$ cat config.mk
export PLATFORM = sky130hd
export DESIGN_NAME = gate_sweep_ctrl
export DESIGN_NICKNAME = d
export VERILOG_FILES = /design/src/rtl/gate_sweep_ctrl.sv
export SDC_FILE = /design/constraint.sdc
export NUM_CORES = 1
export LEC_CHECK = 0
export BUFFER_PORTS_ARGS = -buffer_cell sky130_fd_sc_hd__buf_4
export CAP_MARGIN = 20
export CELL_PAD_IN_SITES_DETAIL_PLACEMENT = 1
export CELL_PAD_IN_SITES_GLOBAL_PLACEMENT = 1
export CORE_MARGIN = 2
export CORE_UTILIZATION = 35
export DETAILED_ROUTE_END_ITERATION = 10
export PLACE_DENSITY_LB_ADDON = 0.1
export SLEW_MARGIN = 20
export SYNTH_ARGS = -nofsm -noshare
export SYNTH_HDL_FRONTEND = slang
export SYNTH_SLANG_ARGS = --single-unit
$ cat constraint.sdc
create_clock -name clk -period 2.27 [get_ports clk]
set_input_delay 0.3405 -clock clk [delete_from_list [all_inputs] [get_ports clk]]
set_output_delay 0.3405 -clock clk [all_outputs]
set_load 0.1 [all_outputs]
$ cat src/rtl/gate_sweep_ctrl.sv
// Self-test sequencer for the Multiple_Gates datapath: sweeps all four input
// vectors, samples the six gate outputs after a settle delay and grades them.
module gate_sweep_ctrl #(
    parameter int unsigned SETTLE_CYCLES = 1
) (
    input  logic        clk,
    input  logic        rst,
    input  logic        start,
    input  logic        abort,
    output logic [1:0]  entrada,
    input  logic        in_not_a,
    input  logic        in_or,
    input  logic        in_and,
    input  logic        in_nor,
    input  logic        in_xor,
    input  logic        in_xnor,
    output logic        busy,
    output logic        done,
    output logic        aborted,
    output logic        pass,
    output logic [3:0]  fail_mask,
    output logic [23:0] table_out
);

    localparam int unsigned CNT_W   = 8;
    localparam int unsigned SLOT_W  = 6;
    localparam int unsigned NUM_VEC = 4;
    localparam int unsigned VEC_W   = 2;
    localparam int unsigned TABLE_W = SLOT_W * NUM_VEC;

    // Expected {NOT_A,OR,AND,NOR,XOR,XNOR} per vector, vector 0 in the low slot
    localparam logic [TABLE_W-1:0] GOLDEN      = TABLE_W'(24'h652CA5);
    localparam logic [CNT_W-1:0]   SETTLE_LOAD = CNT_W'(SETTLE_CYCLES);
    localparam logic [VEC_W-1:0]   LAST_VEC    = VEC_W'(NUM_VEC - 1);

    typedef enum logic [1:0] {
        S_IDLE,
        S_SETTLE,
        S_SAMPLE,
        S_DONE
    } state_t;

    state_t               state, state_nxt;
    logic [CNT_W-1:0]     cnt, cnt_nxt;
    logic [VEC_W-1:0]     entrada_nxt;
    logic                 busy_nxt;
    logic                 done_nxt;
    logic                 aborted_nxt;
    logic                 pass_nxt;
    logic [NUM_VEC-1:0]   fail_nxt;
    logic [TABLE_W-1:0]   table_nxt;
    logic [SLOT_W-1:0]    captured;

    assign captured = {in_not_a, in_or, in_and, in_nor, in_xor, in_xnor};

    // State and registered outputs
    always_ff @(posedge clk) begin
        if (rst) begin
            state     <= S_IDLE;
            cnt       <= '0;
            entrada   <= '0;
            busy      <= 1'b0;
            done      <= 1'b0;
            aborted   <= 1'b0;
            pass      <= 1'b0;
            fail_mask <= '0;
            table_out <= '0;
        end else begin
            state     <= state_nxt;
            cnt       <= cnt_nxt;
            entrada   <= entrada_nxt;
            busy      <= busy_nxt;
            done      <= done_nxt;
            aborted   <= aborted_nxt;
            pass      <= pass_nxt;
            fail_mask <= fail_nxt;
            table_out <= table_nxt;
        end
    end

    // Next-state and next-output logic
    always_comb begin
        state_nxt   = state;
        cnt_nxt     = cnt;
        entrada_nxt = entrada;
        busy_nxt    = busy;
        done_nxt    = 1'b0;
        aborted_nxt = 1'b0;
        pass_nxt    = pass;
        fail_nxt    = fail_mask;
        table_nxt   = table_out;

        unique case (state)
            S_IDLE: begin
                if (start) begin
                    state_nxt   = S_SETTLE;
                    entrada_nxt = '0;
                    cnt_nxt     = SETTLE_LOAD;
                    fail_nxt    = '0;
                    table_nxt   = '0;
                    pass_nxt    = 1'b0;
                    busy_nxt    = 1'b1;
                end
            end

            S_SETTLE: begin
                if (abort) begin
                    state_nxt   = S_IDLE;
                    busy_nxt    = 1'b0;
                    aborted_nxt = 1'b1;
                    entrada_nxt = '0;
                    pass_nxt    = 1'b0;
                end else if (cnt != '0) begin
                    cnt_nxt = cnt - CNT_W'(1);
                end else begin
                    state_nxt = S_SAMPLE;
                end
            end

            S_SAMPLE: begin
                // An abort here drops the pending sample; earlier slots are kept
                if (abort) begin
                    state_nxt   = S_IDLE;
                    busy_nxt    = 1'b0;
                    aborted_nxt = 1'b1;
                    entrada_nxt = '0;
                    pass_nxt    = 1'b0;
                end else begin
                    for (int v = 0; v < int'(NUM_VEC); v++) begin
                        if (entrada == VEC_W'(v)) begin
                            table_nxt[v*SLOT_W +: SLOT_W] = captured;
                            fail_nxt[v] = (captured != GOLDEN[v*SLOT_W +: SLOT_W]);
                        end
                    end
                    if (entrada == LAST_VEC) begin
                        state_nxt = S_DONE;
                        done_nxt  = 1'b1;
                    end else begin
                        state_nxt   = S_SETTLE;
                        entrada_nxt = entrada + VEC_W'(1);
                        cnt_nxt     = SETTLE_LOAD;
                    end
                end
            end

            S_DONE: begin
                // fail_mask already holds the last vector's verdict here
                state_nxt = S_IDLE;
                busy_nxt  = 1'b0;
                pass_nxt  = (fail_mask == '0);
            end

            default: begin
                state_nxt = S_IDLE;
            end
        endcase
    end

endmodule

Yosys cells after proc, flatten, opt, wreduce, memory -nomap -nowiden
Index checks and enable logic that the tools add are counted.
W data, S select, Z words.
Word-level totals
  output and inout port bits: 34
  logic and storage cells: 97
  input bits: 10
  register bits after elaboration: 44
Operators by class
  bitwise operators: 2
  $add $sub $neg: 2
  eq/ne operators: 23
  reduce and logical (&&, ||, !) cells: 17
  multiplexer cells: 38
Operators with widths (count)
  $mux W24: 2
  $pmux W24 S2: 1
  $mux W8: 5
  $mux W6: 4
  $pmux W8 S3: 1
  $ne A2 B2 Y1 const B: 10
  $reduce_and A4 Y1: 5
  $mux W2: 9
  $ne A6 B5 Y1 const B: 2
  $ne A6 B6 Y1 const B: 2
  $mux W1: 9
  $eq A2 B2 Y1 const B: 4
  $mux W4: 2
  $pmux W2 S4: 1
  $pmux W4 S2: 1
  $reduce_bool A8 Y1: 1
  $sub A8 B1 Y8 const B: 1
  $ne A3 B3 Y1 const B: 2
  $pmux W1 S3: 2
  $pmux W2 S3: 1
  $reduce_and A6 Y1: 1
  $eq A2 B1 Y1 const B: 2
  $logic_not A2 Y1: 2
  $logic_not A4 Y1: 1
  8 further kinds: 11

Longest topological paths before layout
  depth in word-level cells: 4
  depth in mapped cells: 8
  gate-level depth less buffers: 6

Worst setup path after synthesis
Ideal clock, no wire load.
  path kind: register -> register
  from: register entrada[0]
  to: register entrada[1]
  library setup time: 0.065 ns
  setup slack: 0.135 ns
  path buffers: 0
  required time: 2.205 ns
  period minus slack after synthesis: 2.135 ns
  arrival: 2.070 ns
  cell stages (with the launch flop): 6
  path through: dfxtp_1 > ha_1 > a21oi_1 > o211ai_1 > mux2_2 > nor2_1
Between the ends
  word-level cells in the longest chain between the ends: 4
  elaborated cells on any way between the ends: 7
  classes of those cells: 1 x add/sub; 2 x eq/ne; 3 x mux; 1 x reduce/logical
Ends and longest elaborated chain
  start: declaration: RTL line 10  | output logic [1:0] entrada,
  start signal: assignment: RTL line 71  | entrada <= entrada_nxt;
  $add A2 B1 Y2: RTL line 140  | entrada_nxt = entrada + VEC_W'(1);
  $mux W2: RTL line 135  | if (entrada == LAST_VEC) begin
  $mux W2: RTL line 122  | if (abort) begin
  $pmux W2 S3: RTL line 93  | unique case (state)
Parallel ways exist; a longest one is shown, timed or not. The select of a mux whose other input is x is not followed.
A chain may end at the register's enable or synchronous reset.

Worst setup path after layout
  from: register state[0]
  to: register cnt[5]
Between the ends
  word-level cells in the longest chain between the ends: 3
  elaborated cells on any way between the ends: 11
  classes of those cells: 7 x eq/ne; 1 x mux; 3 x reduce/logical
Ends and longest elaborated chain
  start: declaration: RTL line 43  | state_t state, state_nxt;
  start signal: assignment: RTL line 69  | state <= state_nxt;
  $eq A2 B2 Y1, or another cell as far along: RTL line 93
  $ne A2 B2 Y1 (no line) or $reduce_bool A3 Y1 (tied branches)
  $reduce_and A6 Y1 (no line)
  end signal: assignment: RTL line 70  | cnt <= cnt_nxt;
  end: declaration: RTL line 44  | logic [CNT_W-1:0] cnt, cnt_nxt;
Parallel ways exist; a longest one is shown, timed or not.

==> results.yml <==
outcome:
  outcome: "finished, final reports clean"
hold_path:
  hp-class: "input pin to flop"
global_routing:
  grt_overflow: 0
  grt_pass1_vias: 1764
  track_usage_pct: 17.2
  grt_pass1_wl_mm: 8.98
  antenna_found_initial: 0
  grt_max_degree: 45
synth:
  ys_ff_latch: 44
  synth_area_per_cell_um2: 9.32
  synthesis.nets: 254
  synthDistinctLibCells: 39
  synthesis.area_mm2: 0.00217
  yosysSeqAreaShare_pct: 40.6
  synth-async-reset-ratio_pct: 0
  synth_edf_count: 0
  ys_warn_count: 0
  syn-instance-count: 233
  ys.flop_type: "dfxtp_1"
worst_setup_path:
  path_cells: "inv_1 > ha_1 > nand2b_1 > nand3_1 > o41ai_1 > a21oi_1"
  cp.required_ns: 2.44
  crit_slowest_cell: "o41ai_1"
  critical_path_class: "flop to flop"
  cp_num_buf_inv: 1
  crit_family: "compound AO/OA/AOI/OAI gates"
  startpoint_type: "flop"
  arrival_ns: 2.12
  cp_slowest_stage_delay_ns: 0.46
  worstSetupEndpointType: "flop"
  worstPathMaxFanout: 7
placed_design:
  hpwl_mm: 3.96
  gp_congestion: 0.812
  placedCellCount: 345
  io_buffers: 43
power:
  ir_drop_mv: 0.333
  power_leakage_nw: 1.08
  power_density_mw_per_mm2: 660
die:
  rows: 28
  die-area_mm2: 0.00685
  start_util_pct: 36.5
  die_height_um: 82.8
  dieWidth_um: 82.8
  ioPinCount: 44
  core_mm2: 0.00596
sta:
  finalCriticalPeriod_ns: 1.96
  worst_slew_pin_slew_ns: 0.527
  hold_violations: 0
  finalCritPeriodShare_pct: 86.1
  rsz0062_at_grt: "no"
  skew_ns: 0.00975
  final.setup.tns_ns: 0
  drv_slew: 0
  relSlewSlack_pct: 64.6
  fmax_mhz: 511
  finalSetupViolCount: 0
route:
  drtAntennaViolNets: 0
  vias: 1795
  drcViolationCount: 0
  via_per_inst: 5.08
  drt_iter0_drc: 106
  post_drt_wl_per_cell_um: 15.5
  firstDrtPassIters: 4
  wl_mm: 5.46
clock_network:
  clk_path_buf_depth: 2
  clk_pin_slew_ns: 0.09
  clk_latency_ns: 0.30
  htreeDepth: 2
  cts_resized: 0
  clock-root-buffer: "clkbuf_8"
  tritoncts: "built"
  holdBufCountCts: 0
  cts.sinks: 44
  post_cts_buffers: 0
  cts_buffers: 5
layout:
  nNetsFinal: 298
  instances_no_fill: 353
  drive_gt1_share_pct: 23.7
  diodes: 0
  synthToLayoutAreaGrowth_pct: 22.8
job:
  cap_violations: 0
[state kept, by name, summed over array words and instances (netlist names)]
signal     cells
table_out     24
done           1
busy           1
entrada        2
fail_mask      4
aborted        1
cnt            8
state          2
pass           1
[worst paths after layout]
path,from,endpoint,slack (ns),cells after the start
hold reg to reg,pass,pass,0.49,2
setup reg to reg,state[0],cnt[5],0.31,6
setup / recovery,state[0],cnt[5],0.31,6
hold / removal,abort,aborted,0.35,3
[worst min-delay path: stages]
cell	delay [ns]
buf_4	0.16
nand2_1	0.07
nor2_1	0.03
[logic make-up after synthesis]
family	share of synthesized area, %
buffers and inverters	3.46
muxes	13.5
adders and majority gates	6.34
AOI/OAI and AO/OA	13.4
and+or+nand+nor	22.8
DFF	40.6
[synthesized netlist by cell type (2+ instances only)]
library cell	number	area, µm²
buf_2	3	15.0
o211ai_1	3	22.5
a21oi_4	4	65.1
a31oi_1	3	18.8
nor3_1	5	25.0
nand2b_1	10	62.6
nor2_1	36	135
ha_1	11	138
nand4_1	5	31.3
inv_1	10	37.5
mux2i_1	26	260
o41ai_1	3	26.3
nand2_1	4	15.0
nand3_1	7	35.0
o21ai_1	2	10.0
o21ai_0	3	15.0
and2_1	6	37.5
a21oi_1	17	85.1
nor2b_1	5	31.3
nand4b_1	2	17.5
nor4_2	3	37.5
clkbuf_1	5	18.8
dfxtp_1	44	881
[metal layers]
metal	global-route usage, %	up-vias	part of all wire (%)
li1	-	904	-
met4	3.44	0	0.49
met5	0	-	0
met2	28.3	34	46
met3	4.44	2	4.5
met1	22.9	855	49
[layout make-up]
class | instances | area, µm²
Timing Repair Buffer | 46 | 345
Sequential cell | 44 | 881
Fill cell | 694 | 3290
Inverter | 10 | 37.5
Clock inverter | 3 | 25.0
Tap cell | 75 | 93.8
Multi-Input combinational cell | 170 | 1220
Clock buffer | 5 | 68.8
[stage by stage]
stage | power (mW) | worst slack, ns | util, % | cell area (µm²) | hold WS (ns)
after global placement | 1.26 | 0.432 | 43.2 | 2570 | 0.477
final | 1.76 | 0.315 | 44.8 | 2670 | 0.348
after detailed placement | 1.26 | 0.340 | 43.2 | 2570 | 0.479
after global routing | 1.86 | 0.105 | 44.8 | 2670 | 0.348
after CTS | 1.79 | 0.320 | 44.8 | 2670 | 0.342
after floorplan | 1.15 | 0.135 | - | 2170 | 0.473
[report_power, final]
part | switching, mW | internal, mW | total (mW)
Combinational | 0.269 | 0.160 | 0.429
Sequential | 0.0219 | 0.792 | 0.814
Clock | 0.294 | 0.225 | 0.519
Total | 0.585 | 1.18 | 1.76
[layout by cell type (no fill, tap or decap), types with 2 or more instances in the layout]
cell / n
a21oi_4: 4
dfxtp_1: 44
nor3_1: 5
nand4_1: 5
o21ai_0: 3
mux2i_1: 26
nand4b_1: 2
o211ai_1: 3
buf_4: 46
clkbuf_8: 5
ha_1: 11
o21ai_1: 2
nor2b_1: 5
a21oi_1: 17
nor4_2: 3
nor2_1: 36
inv_6: 2
nand2b_1: 10
nand3_1: 7
a31oi_1: 3
o41ai_1: 3
and2_1: 6
inv_1: 10
nand2_1: 4
Power figures use the tool's default switching activity.
